===== config.mk =====
export PLATFORM = sky130hd
export DESIGN_NAME = systolic_result_reader
export DESIGN_NICKNAME = d
export VERILOG_FILES = /design/src/rtl/systolic_result_reader.sv
export SDC_FILE = /design/constraint.sdc
export NUM_CORES = 1
export LEC_CHECK = 0
export BUFFER_PORTS_ARGS = -buffer_cell sky130_fd_sc_hd__buf_2
export CAP_MARGIN = 20
export CORE_AREA = 2 2 122 124
export CTS_CLUSTER_SIZE = 40
export DETAILED_ROUTE_END_ITERATION = 6
export DIE_AREA = 0 0 124 126
export HOLD_SLACK_MARGIN = 0.05
export PLACE_DENSITY_LB_ADDON = 0.05
export SYNTH_ARGS = -nofsm -noshare
export SYNTH_HDL_FRONTEND = slang
export SYNTH_SLANG_ARGS = --single-unit

===== constraint.sdc =====
create_clock -name clk -period 4.07 [get_ports clk]
set_input_delay 0.6105 -clock clk [delete_from_list [all_inputs] [get_ports clk]]
set_output_delay 0.6105 -clock clk [all_outputs]
set_load 0.02 [all_outputs]

===== src/rtl/systolic_result_reader.sv =====
// systolic_result_reader
// Drain stage for the 3x3 systolic array. On a rising edge of array_done it
// snapshots all N_PE accumulator words, streams them row-major over a
// valid/ready handshake, then holds array_clear high for CLR_CYC cycles.
// Optional feature: define RESULT_SAT_EN to saturate each word to the signed
// OUT_W range and report it on the sticky sat_flag; otherwise words are
// truncated to their low OUT_W bits and sat_flag is tied low.
//
// state    | meaning
// ---------+-----------------------------------------------------------
// S_IDLE   | waiting for a rising edge on array_done
// S_STREAM | presenting buffer[idx] on m_data, advancing on accept
// S_CLEAR  | array_clear high, counting down CLR_CYC cycles

module systolic_result_reader #(
    parameter int N_PE    = 9,
    parameter int IN_W    = 32,
    parameter int OUT_W   = 16,
    parameter int CLR_CYC = 2
) (
    input  logic                   clk,
    input  logic                   rst_n,
    input  logic [N_PE*IN_W-1:0]   array_out,
    input  logic                   array_done,
    output logic                   array_clear,
    output logic [OUT_W-1:0]       m_data,
    output logic [3:0]             m_idx,
    output logic                   m_valid,
    input  logic                   m_ready,
    output logic                   m_last,
    output logic                   busy,
    output logic                   sat_flag
);

    typedef enum logic [1:0] {
        S_IDLE   = 2'd0,
        S_STREAM = 2'd1,
        S_CLEAR  = 2'd2
    } state_t;

    localparam int CNT_W = (CLR_CYC < 2) ? 1 : $clog2(CLR_CYC + 1);

    state_t            r_state;
    state_t            w_next;
    logic              r_done_q;
    logic [IN_W-1:0]   r_buf [N_PE];
    logic [3:0]        r_idx;
    logic [CNT_W-1:0]  r_cnt;
    logic              r_busy;

    logic              w_start;
    logic              w_xfer;
    logic              w_is_last;
    logic              w_cnt_done;
    logic [IN_W-1:0]   w_word;
    logic [OUT_W-1:0]  w_conv;

    // Only an edge seen in IDLE starts a job; done_q resets high so a level
    // already present at reset release is not mistaken for a new job.
    assign w_start    = (r_state == S_IDLE) && array_done && !r_done_q;
    assign w_xfer     = (r_state == S_STREAM) && m_ready;
    assign w_is_last  = (r_idx == 4'(N_PE - 1));
    assign w_cnt_done = (r_cnt == CNT_W'(1));
    assign w_word     = r_buf[r_idx];

`ifdef RESULT_SAT_EN
    logic [IN_W-OUT_W:0] w_top;
    logic                w_in_range;
    logic                r_sat_flag;

    // A word fits the signed OUT_W range when its bits above the OUT_W sign
    // bit are all copies of that sign bit.
    assign w_top      = w_word[IN_W-1:OUT_W-1];
    assign w_in_range = (&w_top) | ~(|w_top);

    // Clamp out-of-range words to the signed extreme matching their sign.
    always_comb begin
        w_conv = w_word[OUT_W-1:0];
        if (!w_in_range) begin
            w_conv = w_word[IN_W-1] ? {1'b1, {(OUT_W-1){1'b0}}}
                                    : {1'b0, {(OUT_W-1){1'b1}}};
        end
    end

    // Sticky saturation flag, rearmed by each new capture.
    always_ff @(posedge clk or negedge rst_n) begin
        if (!rst_n) begin
            r_sat_flag <= 1'b0;
        end else if (w_start) begin
            r_sat_flag <= 1'b0;
        end else if (w_xfer && !w_in_range) begin
            r_sat_flag <= 1'b1;
        end
    end

    assign sat_flag = r_sat_flag;
`else
    assign w_conv   = OUT_W'(w_word);
    assign sat_flag = 1'b0;
`endif

    // State register.
    always_ff @(posedge clk or negedge rst_n) begin
        if (!rst_n) begin
            r_state <= S_IDLE;
        end else begin
            r_state <= w_next;
        end
    end

    // Next-state logic.
    always_comb begin
        w_next = r_state;
        case (r_state)
            S_IDLE:   if (w_start) w_next = S_STREAM;
            S_STREAM: if (w_xfer && w_is_last) w_next = S_CLEAR;
            S_CLEAR:  if (w_cnt_done) w_next = S_IDLE;
            default:  w_next = S_IDLE;
        endcase
    end

    // Edge detector, snapshot buffer, word index and clear counter.
    always_ff @(posedge clk or negedge rst_n) begin
        if (!rst_n) begin
            r_done_q <= 1'b1;
            r_idx    <= 4'd0;
            r_cnt    <= '0;
            for (int k = 0; k < N_PE; k++) begin
                r_buf[k] <= '0;
            end
        end else begin
            r_done_q <= array_done;
            if (w_start) begin
                r_idx <= 4'd0;
                for (int k = 0; k < N_PE; k++) begin
                    r_buf[k] <= array_out[k*IN_W +: IN_W];
                end
            end else if (w_xfer) begin
                if (w_is_last) begin
                    r_idx <= 4'd0;
                    r_cnt <= CNT_W'(CLR_CYC);
                end else begin
                    r_idx <= r_idx + 4'd1;
                end
            end else if (r_state == S_CLEAR) begin
                r_cnt <= r_cnt - CNT_W'(1);
            end
        end
    end

    // busy is registered from the next state so it moves with the state.
    always_ff @(posedge clk or negedge rst_n) begin
        if (!rst_n) begin
            r_busy <= 1'b0;
        end else begin
            r_busy <= (w_next != S_IDLE);
        end
    end

    assign busy = r_busy;

    // Output decode; everything idles at zero outside its own state.
    always_comb begin
        m_valid     = 1'b0;
        m_data      = '0;
        m_idx       = 4'd0;
        m_last      = 1'b0;
        array_clear = 1'b0;
        case (r_state)
            S_STREAM: begin
                m_valid = 1'b1;
                m_data  = w_conv;
                m_idx   = r_idx;
                m_last  = w_is_last;
            end
            S_CLEAR: array_clear = 1'b1;
            default: ;
        endcase
    end

endmodule


---- After elaboration in Yosys (flattened, before gate mapping) ----
Index checks and enable logic that the tools add are counted.
cells by class
  add/subtract/negate cells ............... 2
  equal/unequal tests ..................... 5
  bitwise gates (word level) .............. 2
  reduce and logical (&&, ||, !) cells .... 10
  mux-type cells .......................... 18
  $lt $le $gt $ge ......................... 1
operator list
  cell                                                                      number
  32-bit binary-select mux with 4-bit select                                1
  16-bit two-way mux                                                        3
  4-bit two-way mux                                                         4
  2-bit two-way mux                                                         6
  2-bit case mux with 3 select lines                                        1
  2-bit nonzero test                                                        3
  5-bit greater-or-equal comparator (second input constant)                 1
  4-bit inverter with 5-bit output                                          1
  4-bit by 1-bit adder with 4-bit output (second input constant)            1
  2-bit by 1-bit equality test with 1-bit output (second input constant)    2
  4-bit equality test (second input constant)                               1
  1-bit logical AND                                                         4
  1-bit two-way mux                                                         3
  3-bit AND reduction                                                       1
  2-bit equality test (second input constant)                               1
  2-bit zero test                                                           1
  2-bit by 1-bit inequality test with 1-bit output (second input constant)  1
  2-bit by 1-bit subtractor with 2-bit output (second input constant)       1
  1-bit zero test                                                           1
  1-bit inverter                                                            1
storage, ports and cells
  flip-flop bits (word level) ............. 298
  input bits .............................. 292
  word-level logic and storage cells ...... 52
  output and inout port bits .............. 25

---- Depth between registers and ports, before layout ----
Gate-level depths: netlist of the first run.
  depth after elaboration ................. 6
  gate-level depth with buffers ........... 9
  gate-level depth less buffers ........... 6

---- Worst setup path before layout of the first run ----
Ideal clock, no wire load.
  path type ............................... reg2out
  from .................................... register r_idx[0]
  to ...................................... output m_data[12]
  data arrival time ....................... 1,638 ps
  setup slack ............................. 1,821 ps
  buffers on the path ..................... 3
  data required time ...................... 3,459 ps
  stages on the path, launching flop included .. 8
  path through ............................ dfrtp_1 > buf_6 > buf_12 > buf_12 > mux2i_1 > a221oi_1 > o21ai_1 > a21oi_1
between the ends
  word-level cells in the longest chain between the ends .. 5
RTL lines
  item                                                    line  text
  start: declaration                                      47    logic [3:0] r_idx;
  start signal: assignment                                143   r_idx <= r_idx + 4'd1;
  4-bit inverter with 5-bit output (not written as such)  64    assign w_word = r_buf[r_idx];
  32-bit binary-select mux with 4-bit select              64
  16-bit two-way mux (not written as such) (2 in a row)   64
  16-bit two-way mux                                      169   case (r_state)
  end: declaration                                        26    output logic [OUT_W-1:0] m_data,
No other way between the ends. The select of a mux whose other input is x is not followed.

---- Final worst setup path of the first run ----
  from .................................... register r_idx[0]
  to ...................................... output m_data[1]
Same word-level chain as after synthesis.

==> results of run 1 <==
[cell families (layout without fill, tap and decap cells)]
| family | count (synthesis) | count (layout) | synth area share |
|---|---|---|---|
| buf+inv | 59 | 216 | 0.0562 |
| flops | 154 | 154 | 0.527 |
| other cells | 1 | 3 | 0.000512 |
| compound gates | 64 | 64 | 0.0612 |
| simple gates | 476 | 476 | 0.255 |
| mux | 48 | 48 | 0.0955 |
| fa+ha+maj | 3 | 3 | 0.00513 |
[cells in the final DEF, fill, tap and decap left out, types with 2 or more instances in the layout]
cell,instances
clkbuf_16,17
dfrtp_1,152
nor2b_1,2
a221oi_1,8
clkbuf_8,3
mux4_2,11
a221oi_2,9
nand2_1,453
clkinvlp_4,2
diode_2,2
o21ai_0,5
nor4b_4,2
ha_1,3
inv_1,5
nand3_1,2
buf_4,8
and2_1,3
mux2i_1,32
buf_2,170
o21ai_1,17
a21oi_1,22
clkinv_2,6
nor2_1,6
clkbuf_1,4
mux4_1,5
nand3b_1,2
nand4_1,2
[through the flow]
step / util / total power [mW] / hold slack (ns) / cell area, um2
3_5_place_dp: 0.566 / 5.52 / 0.457 / 8100
4_1_cts: 0.602 / 6.97 / 0.299 / 8620
2_1_floorplan: - / 4.68 / 0.315 / 7320
3_3_place_gp: 0.566 / 5.42 / 0.449 / 8100
6_report: 0.603 / 6.93 / 0.267 / 8630
5_1_grt: 0.602 / 7.40 / 0.301 / 8620
[critical path: cells and delay by family (launching register included)]
| family | cells | cell delay (ns) |
|---|---|---|
| compound gates | 3 | 0.93 |
| buf+inv | 1 | 0.22 |
| flops | 1 | 1.07 |
| mux | 1 | 0.29 |
[state kept, by name, summed over array words and instances, names as in the netlist]
register	count
r_cnt	2
r_done_q	1
r_state	2
busy	1
r_buf	144
r_idx	4
[synth_stat cells (2+ instances only)]
cell type | number | area (um2)
nand3b_1 | 2 | 15.0
and2_1 | 3 | 18.8
nand4_1 | 2 | 12.5
mux2i_1 | 32 | 320
nand3_1 | 2 | 10.0
a221oi_2 | 9 | 135
nor2_1 | 6 | 22.5
ha_1 | 3 | 37.5
buf_4 | 3 | 22.5
buf_12 | 2 | 40.0
mux4_2 | 11 | 248
o21ai_1 | 17 | 85.1
clkbuf_1 | 7 | 26.3
mux4_1 | 5 | 131
a221oi_1 | 8 | 70.1
dfrtp_1 | 153 | 3830
nor2b_1 | 3 | 18.8
inv_1 | 5 | 18.8
a21oi_1 | 22 | 110
nand2_1 | 453 | 1700
o21ai_0 | 5 | 25.0
buf_6 | 15 | 169
buf_2 | 27 | 135
[metal layers]
metal,GRT usage,vias to the layer above
met4,0.0958,0
met1,0.380,2876
met2,0.373,220
li1,-,2877
met5,0,-
met3,0.0557,30
[path summary, 6_finish.rpt]
path	to	slack [ns]	depth (start not counted)
setup / recovery	m_data[1]	0.45	5
hold / removal	r_buf[97]$_DFFE_PN0P_	0.27	1
setup reg to reg	r_cnt[1]$_DFFE_PN0P_	1.71	4
hold reg to reg	r_buf[78]$_DFFE_PN0P_	0.47	2
max in group asynchronous	r_buf[174]$_DFFE_PN0P_	2.83	2
min in group clk	r_done_q$_DFF_PN1_	0.31	1
[area by class of cell]
class | instances | area share
repair buffers | 179 | 0.107
diodes | 2 | 0.000580
clock buffers | 24 | 0.0558
clock inverters | 8 | 0.00522
well taps | 184 | 0.0267
multi-input cells | 592 | 0.355
inverters | 5 | 0.00218
flip-flops and latches | 154 | 0.447
[power by group through the flow]
stage	logic (mW)	clock network (mW)	registers [mW]
floorplan	2.08	0	2.60
finish	2.66	1.42	2.85
CTS	2.68	1.44	2.85
global placement	2.60	0	2.82
global route	2.94	1.50	2.95
detailed placement	2.66	0	2.87
==> flow_summary.yaml, run 1 <==
outcome:
  outcome: "completed"
detailed_routing:
  dr_wl_met2_um: 8400
  wl_um: 19100
  drc_errors: 0
  met3_length_um: 1400
  ant_nets: 0
  viasPerCell: 5.23
  drtIter0Drc: 554
  wl_met1_um: 8840
  highest-signal-layer: "met4"
  first_pass_iters: 5
  dr_total_vias: 6003
  wl_per_cell_um: 16.6
floorplanning:
  die_h_um: 126
  fp-row-count: 44
  start_util: 0.511
  die_w_um: 124
  dieArea_um2: 15600
  ios: 317
  core-area_um2: 14300
timing:
  slew_headroom: 0.312
  fin_setup_tns_ns: 0
  setup_viol: 0
  rsz0062_at_grt: "false"
  min_period_over_period: 0.889
  fmax_ghz: 0.277
  worst_slack_ns: 0.454
  finalHoldViolCount: 0
  finClkSkew_ns: 0.00445
  worst_pin_slew_ns: 1.03
  fin_crit_ns: 3.62
  slew_viol_final: 0
final_layout:
  drive_gt1_frac: 0.242
  final_nets: 1244
  regArea_um2: 3860
  area_delta_synth_final_pct: 17.8
  instances_no_fill: 1148
  fillers: 1283
  multi_input_area_um2: 3070
power:
  p_switching_mw: 2.73
  powerDensity_nw_per_um2: 803
  p_int_mw: 4.20
  seqPwrFrac: 0.411
  pwr-share-comb: 0.384
  swShare: 0.394
  clkPwrFrac: 0.205
  ir_worst_vdd_uv: 562
  leakagePower_nw: 4.64
clock_network:
  cts.clk_slew.worst_paths_ns: 0.06
  holdBufCountCts: 0
  cts_setup_buffers: 0
  clockRootBuffer: "clkbuf_16"
  cts_tree: "yes"
  clockBufferDepth: 2
  cts_resized: 0
  htreeDepth: 4
  clock_latency_ns: 0.42
  cts_made_buffers: 17
  clock_sinks: 154
grt:
  grt_pass1_vias: 5934
  grt-ovfl-total: 0
  grt_pass1_wl_um: 30500
  grt.total_usage: 0.257
  grt_max_degree: 102
  antenna_found_initial: 2
critical_path:
  worst_setup_path_end_kind: "primary output"
  crit_start: "r_idx[0]$_DFFE_PN0P_"
  cp_data_required_time_ns: 3.46
  path_cells: "mux2i_1 > a221oi_1 > o21ai_1 > a21oi_1 > buf_2"
  max_stage_delay_ns: 1.07
  crit_type: "flip-flop to primary output"
  cp_slowest_cell: "dfrtp_4"
  startpoint_type: "flip-flop"
  arrival_ns: 3.01
  crit_fanout: 55
  r2r_start: "r_state[1]$_DFF_PN0_"
yosys:
  async_reset_ff_frac: 1.00
  yosysWarnings: 0
  synth_area_um2: 7320
  syn_inst: 805
  syn_area_per_cell_um2: 9.09
  synthDistinctLibCells: 33
  synth_ff_type: "dfrtp_1"
  synth_edf_count: 0
  seq_area_frac_synth: 0.527
  syn_nets: 1100
  ys_seq_elements: 154
worst_hold_path:
  min_path_type: "input pin to async pin"
placement:
  dp_hpwl_um: 13100
  portBuffers: 171
  gp_congestion: 0.818
  place_ws_ns: 0.935
  placedCellCount: 1114
flow_run:
  drv_cap: 0
Power figures use the tool's default switching activity.
==> run 2, diff against run 1 <==
Settings changed: ABC_AREA set to 1, CORE_AREA 2 2 122 124 to not set, CORE_MARGIN set to 1.5, CORE_UTILIZATION set to 52, DIE_AREA 0 0 124 126 to not set.
==> run 2 against run 1 <==
Worst hold slack got worse by 0.028 ns. Non-clock buffer count rose by 1. Critical path depth rose by 3. Largest power group is now combinational logic.
==> flow_summary.yaml, run 2 <==
detailed_routing:
  ant_nets: 0
  drc_errors: 0
  dr_total_vias: 6668
  first_pass_iters: 5
  viasPerCell: 5.06
  wl_um: 20200
  wl_per_cell_um: 15.4
  drtIter0Drc: 593
clock_network:
  clockBufferDepth: 2
  cts.clk_slew.worst_paths_ns: 0.06
  clock_latency_ns: 0.43
  cts_resized: 0
  clock_sinks: 154
  cts_made_buffers: 17
  htreeDepth: 4
  cts_tree: "yes"
  cts_setup_buffers: 0
  clockRootBuffer: "clkbuf_16"
  holdBufCountCts: 0
floorplanning:
  fp-row-count: 43
  start_util: 0.536
  ios: 317
  dieArea_um2: 15200
  die_w_um: 123
  die_h_um: 123
  core-area_um2: 14000
yosys:
  yosysWarnings: 0
  synthAdderAreaFrac: 0.00501
  syn_nets: 1280
  synth_area_um2: 7500
  synth.area.mux_share: 0
  syn_inst: 985
  synth-simple-area-share: 0.272
  synthDistinctLibCells: 26
  synth_ff_type: "dfrtp_1"
  ys_seq_elements: 154
  syn_area_per_cell_um2: 7.61
  synth.most_common_cell: "nand2_1"
  synth-compound-area-share: 0.0921
  synth_edf_count: 0
  async_reset_ff_frac: 1.00
  synth_top_family_by_area: "simple AND/OR/NAND/NOR gates"
  synth_top_area_frac: 0.511
  synth.top_cells.by_area: "dfrtp_1, nand2_1, o21ai_0"
  synth_common_cells: "nand2_1, dfrtp_1, inv_1, o21ai_0, nand3_1"
  seq_area_frac_synth: 0.514
  synthXorXnorAreaFrac: 0.00234
  synth_area_leader_cell: "dfrtp_1"
power:
  powerDensity_nw_per_um2: 829
  ir_worst_vdd_uv: 564
  leakagePower_nw: 4.69
  finalPower_mw: 7.45
final_layout:
  final_nets: 1419
  final_common_cell: "nand2_1"
  drive_gt1_frac: 0.193
  top_register: "r_buf"
  largest_reg_flops: 144
  fillers: 1330
  antenna_cells: 0
  stdcell_area_um2: 8990
  area_delta_synth_final_pct: 19.9
  final_core_util: 0.643
  final_cell_mix: "nand2_1, buf_2, dfrtp_1, inv_1, o21ai_0"
  largestRegisters: "r_buf: 144 flops, r_idx: 4 flops"
critical_path:
  cp_slowest_cell: "dfrtp_2"
  crit_fanout: 47
  arrival_ns: 2.86
  worst_setup_path_end_kind: "primary output"
  path_cells: "buf_4 > nor2_1 > nor2_1 > nand2_1 > nand3_1 > nand3_1 > a21oi_1 > buf_2"
  startpoint_type: "flip-flop"
  max_stage_delay_ns: 0.90
  cp_data_required_time_ns: 3.46
  crit_type: "flip-flop to primary output"
timing:
  fmax_ghz: 0.288
  slew_headroom: 0.418
  worst_pin_slew_ns: 0.873
  rsz0062_at_grt: "false"
  finClkSkew_ns: 0.00416
  slew_viol_final: 0
  finalHoldViolCount: 0
  fin_crit_ns: 3.47
  worst_slack_ns: 0.603
  fin_setup_tns_ns: 0
  setup_viol: 0
  min_period_over_period: 0.852
grt:
  grt_pass1_wl_um: 31900
  antenna_found_initial: 0
  grt.total_usage: 0.285
  grt_max_degree: 94
  grt_pass1_vias: 6223
  grt-ovfl-total: 0
placement:
  portBuffers: 171
  dp_hpwl_um: 14200
  place_ws_ns: 1.10
  placed_area_um2: 8330
  gp_congestion: 0.819
outcome:
  outcome: "completed"
worst_hold_path:
  min_path_type: "input pin to async pin"
flow_run:
  drv_cap: 0
-- run 2: cell type report --
| cell class | count | area [um2] | area share |
|---|---|---|---|
| Clock buffer | 19 | 443 | 0.0493 |
| Clock inverter | 13 | 223 | 0.0248 |
| Inverter | 125 | 479 | 0.0533 |
| Multi-Input combinational cell | 646 | 2790 | 0.310 |
| Sequential cell | 154 | 3860 | 0.429 |
| Tap cell | 180 | 225 | 0.0250 |
| Timing Repair Buffer | 180 | 980 | 0.109 |
-- run 2: worst paths after layout --
kind                                             from                      to  slack [ns]  cells after the start
max in group asynchronous                       rst_n   r_buf[79]$_DFFE_PN0P_        2.99                      2
worst max-delay path             r_idx[0]$_DFFE_PN0P_               m_data[9]        0.60                      8
worst max register to register   r_idx[0]$_DFFE_PN0P_    r_cnt[1]$_DFFE_PN0P_        1.67                      7
worst min-delay path                            rst_n  r_buf[132]$_DFFE_PN0P_        0.24                      1
min in group clk                           array_done      r_done_q$_DFF_PN1_        0.30                      1
worst min register to register  r_buf[14]$_DFFE_PN0P_   r_buf[14]$_DFFE_PN0P_        0.48                      2
-- run 2: worst max-delay path: cells and delay by family, from the launching register on --
family                 cells  cell delay, ns
AOI/OAI and AO/OA          1            0.19
DFF                        1            0.90
and+or+nand+nor            5            0.54
buffers and inverters      2            0.76
-- run 2: power breakdown --
part	switching [mW]	internal [mW]
logic	2.09	0.997
clock network	0.615	1.16
registers	0.327	2.27
-- run 2: through the flow --
stage / instances / hold WS [ns]
CTS: 1317 / 0.289
finish: 1317 / 0.240
detailed placement: 1285 / 0.466
global placement: 1285 / 0.463
floorplan: 985 / 0.315
global route: 1317 / 0.288
-- run 2: layer usage --
| layer | routed length (um) | GRT usage | up-vias | share of wire |
|---|---|---|---|---|
| met4 | 491 | 0.103 | 0 | 0.024 |
| li1 | - | - | 3318 | - |
| met1 | 9320 | 0.411 | 3071 | 0.46 |
| met3 | 1440 | 0.0544 | 27 | 0.071 |
| met2 | 8990 | 0.430 | 252 | 0.44 |
| met5 | 0 | 0 | - | 0 |
-- run 2: kinds of logic (layout without fill, tap and decap cells) --
| group | after synthesis | count (layout) |
|---|---|---|
| AOI/OAI and AO/OA | 137 | 137 |
| xor gates and xnor gates | 2 | 2 |
| adders and majority gates | 3 | 3 |
| buffers and inverters | 185 | 337 |
| DFF | 154 | 154 |
| other | 1 | 1 |
| and+or+nand+nor | 503 | 503 |
==> run 3, diff against run 2 <==
Settings changed: RECOVER_POWER set to 25.
==> run 3 against run 2 <==
The flow now finishes with violations (max-capacitance violations, max-slew violations). First-iteration DRC count unchanged. Clock skew about the same. Via count barely moved. Worst hold slack gained 0.051 ns. Critical path type unchanged.
==> flow_summary.yaml, run 3 (synthesized netlist as in run 2, its figures left out) <==
outcome:
  outcome: "finished with violations"
  violations: "max-capacitance violations, max-slew violations"
placement:
  gp_congestion: 0.819
  dp_hpwl_um: 14200
  portBuffers: 171
flow_run:
  drv_cap: 1
clock_network:
  cts_setup_buffers: 0
  cts_made_buffers: 17
  cts.clk_slew.worst_paths_ns: 0.06
  holdBufCountCts: 0
  clock_sinks: 154
  clock_latency_ns: 0.42
  clockBufferDepth: 2
  htreeDepth: 4
  clockRootBuffer: "clkbuf_16"
  cts_resized: 0
  cts_tree: "yes"
final_layout:
  antenna_cells: 0
  fillers: 1332
  largest_reg_flops: 144
  top_register: "r_buf"
  final_nets: 1419
  area_delta_synth_final_pct: 19.8
  final_cell_mix: "nand2_1, buf_2, dfrtp_1, inv_1, o21ai_0"
  final_common_cell: "nand2_1"
  drive_gt1_frac: 0.193
  largestRegisters: "r_buf: 144 flops, r_idx: 4 flops"
power:
  ir_worst_vdd_uv: 564
  clkPwrFrac: 0.238
  p_switching_mw: 3.03
  p_int_mw: 4.43
  swShare: 0.407
  seqPwrFrac: 0.348
  leakagePower_nw: 4.69
  finalPower_mw: 7.46
  pwr-share-comb: 0.414
  powerDensity_nw_per_um2: 830
detailed_routing:
  ant_nets: 0
  wl_per_cell_um: 15.4
  viasPerCell: 5.06
  wl_um: 20300
  drc_errors: 0
  dr_total_vias: 6663
  first_pass_iters: 5
  drtIter0Drc: 593
critical_path:
  path_cells: "buf_4 > nor2_1 > nor2_1 > nand2_1 > nand3_1 > nand3_1 > a21oi_1 > buf_2"
  regToRegSetupSlack_ns: 1.67
  cp_data_required_time_ns: 3.46
  rr_endpoint: "r_cnt[1]$_DFFE_PN0P_"
  worst_setup_path_end_kind: "primary output"
  arrival_ns: 2.86
  crit_fanout: 47
  startpoint_type: "flip-flop"
  cp_slowest_cell: "dfrtp_2"
  max_stage_delay_ns: 0.90
  reg2reg_depth: 7
  r2r_start: "r_idx[0]$_DFFE_PN0P_"
  crit_type: "flip-flop to primary output"
grt:
  grt_max_degree: 94
  grt.total_usage: 0.285
  antenna_found_initial: 0
  grt-ovfl-total: 0
  grt_pass1_vias: 6223
  grt_pass1_wl_um: 31900
floorplanning:
  core-area_um2: 14000
  die_w_um: 123
  dieArea_um2: 15200
  start_util: 0.536
  ios: 317
  fp-row-count: 43
  die_h_um: 123
timing:
  setup_viol: 0
  rsz0062_at_grt: "false"
  min_period_over_period: 0.852
  fmax_ghz: 0.288
  finClkSkew_ns: 0.00413
  fin_crit_ns: 3.47
  slew_headroom: -0.555
  fin_setup_tns_ns: 0
  slew_viol_final: 93
  worst_pin_slew_ns: 2.33
  finalHoldViolCount: 0
worst_hold_path:
  min_from: "array_done"
  min_path_type: "input pin to flip-flop"
  hold_depth: 1
  hold_end: "r_done_q$_DFF_PN1_"
## run 3: layout make-up
class	instances	area (um2)	share of cell area
clock buffer	19	443	0.0493
inverter	125	479	0.0533
timing repair buffer	180	972	0.108
multi-input combinational	646	2790	0.310
sequential	154	3860	0.429
clock inverter	13	223	0.0248
tap	180	225	0.0251
## run 3: power groups by stage
stage          registers [mW]  clock network, mW  logic [mW]
2_1_floorplan            2.48                  0        2.27
3_3_place_gp             2.59                  0        3.02
3_5_place_dp             2.62                  0        3.05
4_1_cts                  2.59               1.80        3.08
5_1_grt                  2.68               1.86        3.49
6_report                 2.59               1.78        3.09
## run 3: per-layer routing
metal / up-vias / GRT usage / routed length (um)
li1: 3319 / - / -
met1: 3063 / 0.411 / 9290
met2: 254 / 0.430 / 9020
met3: 27 / 0.0544 / 1470
met4: 0 / 0.103 / 491
met5: - / 0 / 0
## run 3: worst max-delay path by stage
stage / slack, ns / start / cells past startpoint / to
after floorplan: 2.02 / r_idx[1]$_DFFE_PN0P_ / 5 / m_data[0]
after global placement: 1.08 / r_idx[0]$_DFFE_PN0P_ / 8 / m_data[9]
after detailed placement: 1.10 / r_idx[0]$_DFFE_PN0P_ / 8 / m_data[9]
after CTS: 0.64 / r_idx[0]$_DFFE_PN0P_ / 8 / m_data[9]
after global routing: 0.38 / r_idx[0]$_DFFE_PN0P_ / 8 / m_data[9]
final: 0.60 / r_idx[0]$_DFFE_PN0P_ / 8 / m_data[9]
## run 3: worst max-delay path, delay by kind of cell (launching register included)
family / cells / cell delay (ns)
buffers and inverters: 2 / 0.76
flip-flops: 1 / 0.90
AO/OA/AOI/OAI: 1 / 0.19
AND/OR/NAND/NOR: 5 / 0.54
## run 3: metrics by stage
stage / area, um2 / util / cells / setup WS (ns) / hold WS (ns)
after CTS: 8990 / 0.643 / 1317 / 0.635 / 0.289
after detailed placement: 8330 / 0.595 / 1285 / 1.10 / 0.466
after global placement: 8330 / 0.595 / 1285 / 1.08 / 0.463
final: 8980 / 0.642 / 1317 / 0.601 / 0.291
after global routing: 8980 / 0.642 / 1317 / 0.384 / 0.283
after floorplan: 7500 / - / 985 / 2.02 / 0.315
